$ cat src/rtl/lsu_ram_ctrl.sv
// Load/store sequencer: validates and lane-maps CPU memory-stage requests onto a
// word-addressed single-port RAM, waits for ack with a timeout, and hands read lanes to extension.
module lsu_ram_ctrl #(
    parameter int unsigned TIMEOUT_CYCLES = 16
) (
    input  logic        clk,
    input  logic        rst,
    input  logic        lsu_req_valid,
    output logic        lsu_req_ready,
    input  logic        lsu_we,
    input  logic [1:0]  lsu_size,
    input  logic        lsu_sign,
    input  logic [31:0] lsu_addr,
    input  logic [31:0] lsu_wdata,
    output logic        lsu_rsp_valid,
    output logic        lsu_rsp_err,
    output logic        ram_req,
    output logic        ram_we,
    output logic [31:0] ram_addr,
    output logic [3:0]  ram_mask,
    output logic [31:0] ram_w_data,
    input  logic        ram_ack,
    input  logic [31:0] ram_r_data,
    output logic [31:0] ext_r_data,
    output logic [3:0]  ext_r_mask,
    output logic        ext_r_sign_ext
);
    typedef enum logic [1:0] {S_IDLE, S_ACCESS, S_RESP} state_t;

    localparam logic [7:0] CNT_LAST = 8'(TIMEOUT_CYCLES - 1);

    state_t      state_q, state_d;
    logic [7:0]  cnt_q, cnt_d;
    logic        we_q, we_d;
    logic [31:0] addr_q, addr_d;
    logic [3:0]  mask_q, mask_d;
    logic [31:0] wdat_q, wdat_d;
    logic        err_q, err_d;
    logic [31:0] rdat_q, rdat_d;
    logic [3:0]  xmask_q, xmask_d;
    logic        xsign_q, xsign_d;

    logic [3:0]  req_mask;
    logic        req_bad;
    logic [31:0] req_wdat;

    // Store data is byte-swapped: the right-justified LSB lands in the highest selected lane.
    always_comb begin
        req_mask = '0;
        req_bad  = 1'b0;
        req_wdat = '0;
        case (lsu_size)
            2'b00: begin
                req_mask = 4'b0001 << lsu_addr[1:0];
                req_wdat = {24'b0, lsu_wdata[7:0]} << {lsu_addr[1:0], 3'b000};
            end
            2'b01: begin
                case (lsu_addr[1:0])
                    2'b00: begin
                        req_mask = 4'b0011;
                        req_wdat = {16'b0, lsu_wdata[7:0], lsu_wdata[15:8]};
                    end
                    2'b10: begin
                        req_mask = 4'b1100;
                        req_wdat = {lsu_wdata[7:0], lsu_wdata[15:8], 16'b0};
                    end
                    default: req_bad = 1'b1;
                endcase
            end
            2'b10: begin
                if (lsu_addr[1:0] == 2'b00) begin
                    req_mask = 4'b1111;
                    req_wdat = {lsu_wdata[7:0], lsu_wdata[15:8],
                                lsu_wdata[23:16], lsu_wdata[31:24]};
                end else begin
                    req_bad = 1'b1;
                end
            end
            default: req_bad = 1'b1;
        endcase
    end

    always_comb begin
        state_d = state_q;
        cnt_d   = cnt_q;
        we_d    = we_q;
        addr_d  = addr_q;
        mask_d  = mask_q;
        wdat_d  = wdat_q;
        err_d   = err_q;
        rdat_d  = rdat_q;
        xmask_d = xmask_q;
        xsign_d = xsign_q;
        case (state_q)
            S_IDLE: begin
                if (lsu_req_valid) begin
                    we_d   = lsu_we & ~req_bad;
                    addr_d = {lsu_addr[31:2], 2'b00};
                    mask_d = req_mask;
                    wdat_d = lsu_we ? req_wdat : 32'b0;
                    err_d  = req_bad;
                    cnt_d  = '0;
                    // Mask 0000 makes the extension block output zero for stores and errors.
                    if (lsu_we) begin
                        xmask_d = 4'b0000;
                    end else begin
                        xmask_d = req_bad ? 4'b0000 : req_mask;
                        xsign_d = lsu_sign & (lsu_size != 2'b10);
                    end
                    state_d = req_bad ? S_RESP : S_ACCESS;
                end
            end
            S_ACCESS: begin
                cnt_d = cnt_q + 8'd1;
                if (ram_ack) begin
                    err_d   = 1'b0;
                    state_d = S_RESP;
                    if (!we_q) begin
                        rdat_d = ram_r_data;
                    end
                end else if (cnt_q == CNT_LAST) begin
                    err_d   = 1'b1;
                    state_d = S_RESP;
                end
            end
            S_RESP:  state_d = S_IDLE;
            default: state_d = S_IDLE;
        endcase
    end

    always_ff @(posedge clk or posedge rst) begin
        if (rst) begin
            state_q <= S_IDLE;
            cnt_q   <= '0;
            we_q    <= 1'b0;
            addr_q  <= '0;
            mask_q  <= '0;
            wdat_q  <= '0;
            err_q   <= 1'b0;
            rdat_q  <= '0;
            xmask_q <= '0;
            xsign_q <= 1'b0;
        end else begin
            state_q <= state_d;
            cnt_q   <= cnt_d;
            we_q    <= we_d;
            addr_q  <= addr_d;
            mask_q  <= mask_d;
            wdat_q  <= wdat_d;
            err_q   <= err_d;
            rdat_q  <= rdat_d;
            xmask_q <= xmask_d;
            xsign_q <= xsign_d;
        end
    end

    assign lsu_req_ready  = (state_q == S_IDLE) & ~rst;
    assign lsu_rsp_valid  = (state_q == S_RESP);
    assign lsu_rsp_err    = (state_q == S_RESP) & err_q;
    assign ram_req        = (state_q == S_ACCESS);
    assign ram_we         = we_q;
    assign ram_addr       = addr_q;
    assign ram_mask       = mask_q;
    assign ram_w_data     = wdat_q;
    assign ext_r_data     = rdat_q;
    assign ext_r_mask     = xmask_q;
    assign ext_r_sign_ext = xsign_q;

endmodule

$ cat config.mk
export PLATFORM = sky130hd
export DESIGN_NAME = lsu_ram_ctrl
export DESIGN_NICKNAME = d
export VERILOG_FILES = /design/src/rtl/lsu_ram_ctrl.sv
export SDC_FILE = /design/constraint.sdc
export NUM_CORES = 1
export LEC_CHECK = 0
export BUFFER_PORTS_ARGS = -buffer_cell sky130_fd_sc_hd__buf_2
export CORE_ASPECT_RATIO = 1.1
export CORE_UTILIZATION = 45
export DETAILED_ROUTE_END_ITERATION = 8
export PLACE_DENSITY = 0.76
export SLEW_MARGIN = 20
export SYNTH_ARGS = -nofsm -noshare
export SYNTH_HDL_FRONTEND = slang
export SYNTH_SLANG_ARGS = --single-unit
export TNS_END_PERCENT = 30
$ cat constraint.sdc
create_clock -name clk -period 11.7 [get_ports clk]
set_input_delay 2.34 -clock clk [delete_from_list [all_inputs] [get_ports clk]]
set_output_delay 2.34 -clock clk [all_outputs]
set_load 0.03 [all_outputs]
==> impl_metrics.xml, run 1 <==
<?xml version="1.0" encoding="UTF-8"?>
<metrics>
  <group name="finish">
    <metric name="nNetsFinal" unit="">756</metric>
    <metric name="layout.cells.most_common" unit="">sky130_fd_sc_hd__buf_2</metric>
    <metric name="final_cell_mix" unit="">211 x sky130_fd_sc_hd__buf_2, 115 x sky130_fd_sc_hd__dfrtp_1, 113 x sky130_fd_sc_hd__nand2_1, 32 x sky130_fd_sc_hd__mux2_2</metric>
    <metric name="stdcell_area" unit="um^2">6750</metric>
    <metric name="flow.area_growth_from_synthesis" unit="%">31.9</metric>
    <metric name="n_antenna_cell" unit="">0</metric>
    <metric name="fill_cells" unit="">943</metric>
    <metric name="core_util_final" unit="%">61.3</metric>
    <metric name="fraction_of_final_layout_cells_with_drive_strength_greater_than_1" unit="%">42.8</metric>
  </group>
  <group name="drt">
    <metric name="vias_per_cell" unit="">5.17</metric>
    <metric name="post_drt_wl_per_cell" unit="um">15.7</metric>
    <metric name="final_antenna_net_count" unit="">0</metric>
    <metric name="routed-via-count" unit="">4190</metric>
    <metric name="drtIter0Drc" unit="">190</metric>
    <metric name="wirelength" unit="mm">12.8</metric>
    <metric name="drt_pass_1_iters" unit="">4</metric>
    <metric name="drcViolationCount" unit="">0</metric>
  </group>
  <group name="floorplanning">
    <metric name="start_util" unit="%">46.5</metric>
    <metric name="die_y" unit="um">114</metric>
    <metric name="floorplan.core_area" unit="um^2">11000</metric>
    <metric name="boundary_pin_count" unit="">214</metric>
    <metric name="floorplan.die.width" unit="um">104</metric>
    <metric name="placementRows" unit="">40</metric>
    <metric name="die-area" unit="um^2">11800</metric>
  </group>
  <group name="worst_setup_path">
    <metric name="timing.critical_path.required" unit="ps">9360</metric>
    <metric name="critPathMaxFanout" unit="">2</metric>
    <metric name="timing.reg2reg.worst_path_depth" unit="">3</metric>
    <metric name="highest_delay_cell_along_the_critical_path" unit="">sky130_fd_sc_hd__buf_2</metric>
    <metric name="reg_to_reg_setup_timing_slack" unit="ps">9640</metric>
    <metric name="crit_chain" unit="">buf_2 -&gt; nor3_1 -&gt; buf_2</metric>
    <metric name="timing.rr.end" unit="">ram_w_data[22]</metric>
    <metric name="cp.buffers_inverters" unit="">2</metric>
    <metric name="worst-endpoint-arrival" unit="ps">2890</metric>
    <metric name="crit-reg2reg-launch" unit="">state_q[0]</metric>
    <metric name="critical_path.max_stage_delay" unit="ps">240</metric>
    <metric name="cp_common_cell" unit="">sky130_fd_sc_hd__buf_2</metric>
    <metric name="endpoint_kind" unit="">output port</metric>
    <metric name="worst_setup_path_type" unit="">input port to output port</metric>
    <metric name="crit_family" unit="">buffers and inverters</metric>
    <metric name="start_kind" unit="">input port</metric>
  </group>
  <group name="timing">
    <metric name="number_of_max_slew_violations_in_the_final_report" unit="">0</metric>
    <metric name="max-slew-margin-rel" unit="%">39.2</metric>
    <metric name="layout_min_cycle_time" unit="ps">5230</metric>
    <metric name="clock-skew-final" unit="ps">7.76</metric>
    <metric name="clock.fmax" unit="GHz">0.191</metric>
    <metric name="setup_violations" unit="">0</metric>
    <metric name="rsz_0062_raised_after_global_routing" unit="">no</metric>
    <metric name="setup_total_negative_slack" unit="ps">0</metric>
    <metric name="period_share" unit="%">44.7</metric>
    <metric name="timing_worst_slew_pin_value" unit="ps">913</metric>
    <metric name="finalHoldViolCount" unit="">0</metric>
  </group>
  <group name="power">
    <metric name="clockPowerShare" unit="%">28.7</metric>
    <metric name="power_density" unit="nW/um^2">238</metric>
    <metric name="seqPwrFrac" unit="%">36.1</metric>
    <metric name="power_frac_comb" unit="%">35.3</metric>
    <metric name="power_report.internal_total" unit="mW">0.984</metric>
    <metric name="leakagePower" unit="nW">3.54</metric>
    <metric name="p_total" unit="mW">1.61</metric>
    <metric name="net_switching" unit="mW">0.626</metric>
    <metric name="max-vdd-ir-drop" unit="V">0.000114</metric>
    <metric name="sw_frac_of_total" unit="%">38.9</metric>
  </group>
  <group name="clocking">
    <metric name="clockBufferDepth" unit="">2</metric>
    <metric name="cts-buffers-inserted" unit="">17</metric>
    <metric name="path_clk_slew" unit="ps">50</metric>
    <metric name="cts_hold_buffers" unit="">0</metric>
    <metric name="clkLatencyLatePin" unit="ps">410</metric>
    <metric name="clock_tree_from_tritoncts" unit="">yes</metric>
    <metric name="cts_repair_resize_count" unit="">0</metric>
    <metric name="clock_tree.root_cell" unit="">sky130_fd_sc_hd__clkbuf_16</metric>
    <metric name="postCtsSetupBuffers" unit="">0</metric>
    <metric name="cts_htree_levels" unit="">4</metric>
    <metric name="clkSinkCount" unit="">115</metric>
  </group>
  <group name="synthesis">
    <metric name="synth-xor-area-share" unit="%">0.342</metric>
    <metric name="synthDominantAreaCellType" unit="">sky130_fd_sc_hd__dfrtp_1</metric>
    <metric name="netlist_top_cells_area" unit="">sky130_fd_sc_hd__dfrtp_1 56%, sky130_fd_sc_hd__nand2_1 8.3%, sky130_fd_sc_hd__mux2_2 7.0%</metric>
    <metric name="synthesis.area" unit="um^2">5120</metric>
    <metric name="synth_top_family_by_area" unit="">simple AND/OR/NAND/NOR gates</metric>
    <metric name="synth_mux_area_share" unit="%">9.85</metric>
    <metric name="ys_ff_latch" unit="">115</metric>
    <metric name="yosysSeqAreaShare" unit="%">56.2</metric>
    <metric name="ys_types" unit="">49</metric>
    <metric name="post_synth_inst_count" unit="">447</metric>
    <metric name="ys.warnings.count" unit="">0</metric>
    <metric name="post_synthesis_compound_gate_area_fraction" unit="%">12.1</metric>
    <metric name="synth_simple_gate_area_share" unit="%">17.5</metric>
    <metric name="avgSynthCellArea" unit="um^2">11.5</metric>
    <metric name="post-synth-top-area-fraction" unit="%">56.2</metric>
    <metric name="synth_adder_area_share" unit="%">0.244</metric>
  </group>
  <group name="global_routing">
    <metric name="first_pass_grt_wire_length" unit="mm">21.2</metric>
    <metric name="pin_count_of_the_biggest_net_entering_global_routing" unit="">77</metric>
    <metric name="grt_remaining_overflow" unit="">0</metric>
    <metric name="grt_antenna_before_repair" unit="">0</metric>
    <metric name="grt_use_total" unit="%">22.8</metric>
    <metric name="grt_pass1_vias" unit="">4228</metric>
  </group>
  <group name="placed_design">
    <metric name="dpl.hpwl" unit="mm">9.08</metric>
    <metric name="routabilityCongestion" unit="">0.798</metric>
    <metric name="postPlaceCellArea" unit="um^2">6220</metric>
    <metric name="place.port_buffers" unit="">211</metric>
  </group>
  <group name="status">
    <metric name="result_of_the_run" unit="">complete, no violations</metric>
  </group>
  <group name="hold_path">
    <metric name="min_delay_worst_endpoint" unit="">ram_addr[13]</metric>
    <metric name="hold_class" unit="">register to register</metric>
    <metric name="instance_count_along_the_most_critical_hold_path" unit="">2</metric>
    <metric name="hold_path_startpoint" unit="">ram_addr[13]</metric>
  </group>
  <group name="job">
    <metric name="maxCapViolCount" unit="">0</metric>
  </group>
</metrics>
==> metal layers <==
metal  track usage (%)  vias to the layer above  routed length (um)  part of all wire (%)
met5                 0                        -                   0                     0
met4              9.81                        0                 235                   1.8
met3              5.66                       21                 867                   6.8
met2              38.0                      171                6290                    49
met1              28.6                     2000                5380                    42
li1                  -                     1998                   -                     -
==> cells in the mapped netlist, drive strengths merged <==
cell type,number
o211a,2
dfrtp,115
nor2,5
and3,2
a211o,2
buf,20
o311ai,1
a21oi,3
o41ai,1
nor4bb,16
or3b,2
and2,8
nand4,2
o2bb2ai,9
a22oi,1
o21ai,17
xnor2,1
or4,1
a211oi,10
xor2,1
mux2,35
nand3b,1
nand3,3
nor3b,4
nor4,2
clkbuf,10
ha,1
a22o,12
conb,1
nand4b,1
nor3,3
o211ai,2
a32o,8
inv,5
nand4bb,1
nand2,113
a221o,8
o21bai,1
nor2b,1
nand2b,5
mux2i,11
==> final cells by class <==
type / count / area, um^2 / area share, %
clock buffer: 21 / 440 / 6.52
tap: 147 / 184 / 2.72
timing repair buffer: 214 / 1080 / 16.0
inverter: 5 / 21.3 / 0.315
clock inverter: 11 / 88.8 / 1.32
sequential: 115 / 2880 / 42.6
multi-input combinational: 298 / 2060 / 30.5
==> stage by stage <==
step           hold slack [ps]  worst slack, ps  cells
2_1_floorplan              449             6320    448
3_3_place_gp               454             6550    779
3_5_place_dp               456             6480    779
4_1_cts                    470             6470    811
5_1_grt                    481             6430    811
6_report                   465             6470    811
==> cells by family (layout without fill, tap and decap cells) <==
| group | after synthesis | count (layout) |
|---|---|---|
| compound gates | 77 | 77 |
| xor+xnor | 2 | 2 |
| other cells | 1 | 2 |
| flops | 115 | 115 |
| fa+ha+maj | 1 | 1 |
| mux | 46 | 46 |
| simple gates | 170 | 170 |
| buf+inv | 35 | 251 |
==> how the worst max path moves through the flow <==
stage / start / end / slack, ps / cells past startpoint
after global routing: rst / lsu_req_ready / 6430 / 3
after floorplan: rst / cnt_q[0] / 6320 / 1
after global placement: rst / lsu_req_ready / 6550 / 3
after CTS: rst / lsu_req_ready / 6470 / 3
after detailed placement: rst / lsu_req_ready / 6480 / 3
final: rst / lsu_req_ready / 6470 / 3
==> state kept, by name (all words and copies together), names as in the netlist <==
name and count:
cnt_q 8, err_q 1, ext_r_data 32, ext_r_mask 4, ext_r_sign_ext 1, ram_addr 30, ram_mask 4, ram_w_data 32
ram_we 1, state_q 2
==> worst min-delay path, cell delays in order (launching register included) <==
cell and delay, ps:
sky130_fd_sc_hd__dfrtp_1 330, sky130_fd_sc_hd__nand2_1 50, sky130_fd_sc_hd__nand2_1 50
==> power by group through the flow <==
stage / clock network, mW / registers (mW) / logic [mW]
5_1_grt: 0.488 / 0.598 / 0.609
4_1_cts: 0.471 / 0.582 / 0.574
2_1_floorplan: 0 / 0.801 / 0.180
3_5_place_dp: 0 / 0.587 / 0.573
3_3_place_gp: 0 / 0.580 / 0.565
6_report: 0.462 / 0.581 / 0.568
Power figures use the tool's default switching activity.
==> run 2, diff against run 1 <==
- ABC_AREA: unset -> 1
- CORE_UTILIZATION: 45 -> 43
- clock period: 11.7 -> 4.5 ns (I/O delays scaled with it)
==> run 2 against run 1 <==
Effect of this change: sequential power grew to 2.7 times the previous value; first-iteration DRC count grew 75%; power grew to 2.9 times the previous value; global-route usage shrank 0.55 points; die area grew 4.0%; largest power group is now combinational cells.
==> impl_metrics.xml, run 2 <==
<?xml version="1.0" encoding="UTF-8"?>
<metrics>
  <group name="synthesis">
    <metric name="post_synth_inst_count" unit="">641</metric>
    <metric name="ys_types" unit="">26</metric>
    <metric name="yosysSeqAreaShare" unit="%">56.5</metric>
    <metric name="synthesis.area" unit="um^2">5090</metric>
    <metric name="synth_flop_cell" unit="">sky130_fd_sc_hd__dfrtp_1</metric>
    <metric name="ys.warnings.count" unit="">0</metric>
    <metric name="ys_ff_latch" unit="">115</metric>
    <metric name="synth.most_common_cell" unit="">sky130_fd_sc_hd__nand2_1</metric>
    <metric name="post-synth-top-area-fraction" unit="%">56.5</metric>
    <metric name="synth_async_sr_flop_share" unit="%">100</metric>
    <metric name="synth_top_cells_by_count" unit="">306 x sky130_fd_sc_hd__nand2_1, 115 x sky130_fd_sc_hd__dfrtp_1, 51 x sky130_fd_sc_hd__nand3_1</metric>
    <metric name="netlist_top_cells_area" unit="">sky130_fd_sc_hd__dfrtp_1 57%, sky130_fd_sc_hd__nand2_1 23%, sky130_fd_sc_hd__nand3_1 5.0%</metric>
    <metric name="synthDominantAreaCellType" unit="">sky130_fd_sc_hd__dfrtp_1</metric>
    <metric name="synth_enable_flop_cells" unit="">0</metric>
    <metric name="avgSynthCellArea" unit="um^2">7.94</metric>
  </group>
  <group name="timing">
    <metric name="rsz_0062_raised_after_global_routing" unit="">no</metric>
    <metric name="layout_min_cycle_time" unit="ps">2360</metric>
    <metric name="max-slew-margin-rel" unit="%">28.8</metric>
    <metric name="setup_violations" unit="">0</metric>
    <metric name="number_of_max_slew_violations_in_the_final_report" unit="">0</metric>
    <metric name="finalHoldViolCount" unit="">0</metric>
    <metric name="setup_total_negative_slack" unit="ps">0</metric>
    <metric name="timing_worst_slew_pin_value" unit="ps">1070</metric>
    <metric name="clock-skew-final" unit="ps">5.86</metric>
    <metric name="period_share" unit="%">52.4</metric>
    <metric name="clock.fmax" unit="GHz">0.424</metric>
  </group>
  <group name="drt">
    <metric name="drt_pass_1_iters" unit="">5</metric>
    <metric name="drcViolationCount" unit="">0</metric>
    <metric name="drtIter0Drc" unit="">333</metric>
    <metric name="routed-via-count" unit="">4836</metric>
    <metric name="post_drt_wl_per_cell" unit="um">13.1</metric>
    <metric name="wirelength" unit="mm">13.2</metric>
    <metric name="final_antenna_net_count" unit="">0</metric>
    <metric name="vias_per_cell" unit="">4.77</metric>
  </group>
  <group name="worst_setup_path">
    <metric name="endpoint_kind" unit="">output port</metric>
    <metric name="cp_common_cell" unit="">sky130_fd_sc_hd__inv_2</metric>
    <metric name="crit_family" unit="">buffers and inverters</metric>
    <metric name="critical_path.max_stage_delay" unit="ps">390</metric>
    <metric name="crit_chain" unit="">inv_2 -&gt; nand2_2 -&gt; inv_2 -&gt; buf_2</metric>
    <metric name="timing.critical_path.required" unit="ps">3600</metric>
    <metric name="crit-reg2reg-launch" unit="">state_q[1]</metric>
    <metric name="cp.buffers_inverters" unit="">3</metric>
    <metric name="worstSetupPathDepth" unit="">4</metric>
    <metric name="timing.rr.end" unit="">ram_w_data[24]</metric>
    <metric name="start_kind" unit="">register</metric>
    <metric name="reg_to_reg_setup_timing_slack" unit="ps">2260</metric>
    <metric name="worst_setup_path_type" unit="">register to output port</metric>
    <metric name="timing.reg2reg.worst_path_depth" unit="">7</metric>
    <metric name="highest_delay_cell_along_the_critical_path" unit="">sky130_fd_sc_hd__dfrtp_1</metric>
    <metric name="critPathMaxFanout" unit="">9</metric>
    <metric name="worst-endpoint-arrival" unit="ps">1460</metric>
  </group>
  <group name="floorplanning">
    <metric name="placementRows" unit="">41</metric>
    <metric name="die-area" unit="um^2">12300</metric>
    <metric name="start_util" unit="%">44.3</metric>
    <metric name="boundary_pin_count" unit="">214</metric>
    <metric name="floorplan.core_area" unit="um^2">11500</metric>
    <metric name="die_y" unit="um">116</metric>
    <metric name="floorplan.die.width" unit="um">106</metric>
  </group>
  <group name="finish">
    <metric name="fraction_of_final_layout_cells_with_drive_strength_greater_than_1" unit="%">30.1</metric>
    <metric name="layout.cells.most_common" unit="">sky130_fd_sc_hd__nand2_1</metric>
    <metric name="final_cell_mix" unit="">306 x sky130_fd_sc_hd__nand2_1, 211 x sky130_fd_sc_hd__buf_2, 115 x sky130_fd_sc_hd__dfrtp_1, 51 x sky130_fd_sc_hd__nand3_1, 49 x sky130_fd_sc_hd__o21ai_0</metric>
    <metric name="flow.area_growth_from_synthesis" unit="%">34.7</metric>
    <metric name="stdcell_area" unit="um^2">6860</metric>
    <metric name="n_antenna_cell" unit="">0</metric>
    <metric name="nNetsFinal" unit="">956</metric>
  </group>
  <group name="job">
    <metric name="maxCapViolCount" unit="">0</metric>
  </group>
  <group name="placed_design">
    <metric name="routabilityCongestion" unit="">0.878</metric>
    <metric name="dpl.hpwl" unit="mm">9.27</metric>
    <metric name="postPlaceCellArea" unit="um^2">6250</metric>
    <metric name="place.port_buffers" unit="">211</metric>
  </group>
  <group name="clocking">
    <metric name="path_clk_slew" unit="ps">50</metric>
    <metric name="clockBufferDepth" unit="">2</metric>
    <metric name="cts_hold_buffers" unit="">0</metric>
    <metric name="postCtsSetupBuffers" unit="">0</metric>
    <metric name="clock_tree.root_cell" unit="">sky130_fd_sc_hd__clkbuf_16</metric>
    <metric name="clkLatencyLatePin" unit="ps">410</metric>
    <metric name="cts_repair_resize_count" unit="">0</metric>
    <metric name="clock_tree_from_tritoncts" unit="">yes</metric>
    <metric name="cts_htree_levels" unit="">4</metric>
    <metric name="clkSinkCount" unit="">115</metric>
    <metric name="cts-buffers-inserted" unit="">17</metric>
  </group>
  <group name="hold_path">
    <metric name="hold_path_startpoint" unit="">ram_addr[10]</metric>
    <metric name="hold_class" unit="">register to register</metric>
    <metric name="instance_count_along_the_most_critical_hold_path" unit="">2</metric>
    <metric name="min_delay_worst_endpoint" unit="">ram_addr[10]</metric>
  </group>
  <group name="global_routing">
    <metric name="pin_count_of_the_biggest_net_entering_global_routing" unit="">65</metric>
    <metric name="grt_antenna_before_repair" unit="">0</metric>
    <metric name="grt_remaining_overflow" unit="">0</metric>
    <metric name="grt_pass1_vias" unit="">4439</metric>
    <metric name="first_pass_grt_wire_length" unit="mm">21.2</metric>
    <metric name="grt_use_total" unit="%">22.3</metric>
  </group>
  <group name="power">
    <metric name="clockPowerShare" unit="%">29.2</metric>
    <metric name="power_report.internal_total" unit="mW">2.73</metric>
    <metric name="max-vdd-ir-drop" unit="V">0.000349</metric>
    <metric name="sw_frac_of_total" unit="%">41.1</metric>
    <metric name="power_density" unit="nW/um^2">676</metric>
    <metric name="seqPwrFrac" unit="%">33.6</metric>
    <metric name="leakagePower" unit="nW">4.07</metric>
    <metric name="net_switching" unit="mW">1.91</metric>
    <metric name="power_frac_comb" unit="%">37.2</metric>
  </group>
  <group name="status">
    <metric name="result_of_the_run" unit="">complete, no violations</metric>
  </group>
</metrics>
run 2: power groups by stage:
stage	logic (mW)	clock network (mW)	registers (mW)
after global placement	1.71	0	1.56
after detailed placement	1.74	0	1.57
after CTS	1.74	1.37	1.56
after floorplan	0.563	0	2.20
final	1.73	1.35	1.56
after global routing	1.89	1.43	1.60
run 2: cells by family after synthesis:
kind of cell	share of synthesized area (%)
simple gates	31.0
compound gates	5.63
buf+inv	6.29
fa+ha+maj	0.246
mux	0.197
other cells	0.0737
flops	56.5
run 2: metrics by stage:
| step | utilization [%] | setup WS (ps) | cells | hold slack (ps) | power [mW] |
|---|---|---|---|---|---|
| 4_1_cts | 59.6 | 2160 | 1014 | 468 | 4.67 |
| 5_1_grt | 59.7 | 2060 | 1014 | 474 | 4.92 |
| 3_5_place_dp | 54.4 | 1900 | 982 | 454 | 3.31 |
| 2_1_floorplan | - | 556 | 642 | 442 | 2.76 |
| 6_report | 59.7 | 2140 | 1014 | 462 | 4.64 |
| 3_3_place_gp | 54.4 | 1950 | 982 | 449 | 3.27 |
run 2: metal layers:
metal  track usage, %  vias up  routed length, um
met2             36.3      198               6320
met3             4.52       23                803
met4             10.0        0                257
li1                 -     2404                  -
met1             29.1     2211               5850
met5                0        -                  0
run 2: area by class of cell:
cell class	instances	area [um^2]
Multi-Input combinational cell	448	1900
Sequential cell	115	2880
Inverter	54	205
Tap cell	150	188
Clock inverter	9	129
Clock buffer	23	468
Fill cell	1103	4630
Timing Repair Buffer	215	1090
run 2: worst max path at each step:
stage             startpoint             end
4_1_cts           state_q[1]         ram_req
3_3_place_gp   lsu_req_valid  ram_w_data[27]
2_1_floorplan            rst        cnt_q[0]
3_5_place_dp   lsu_req_valid  ram_w_data[26]
6_report          state_q[1]         ram_req
5_1_grt           state_q[1]  ram_w_data[24]
run 2: worst min-delay path: stages (launching register included):
cell	delay, ps
sky130_fd_sc_hd__dfrtp_1	330
sky130_fd_sc_hd__nand2_1	50
sky130_fd_sc_hd__nand2_1	50
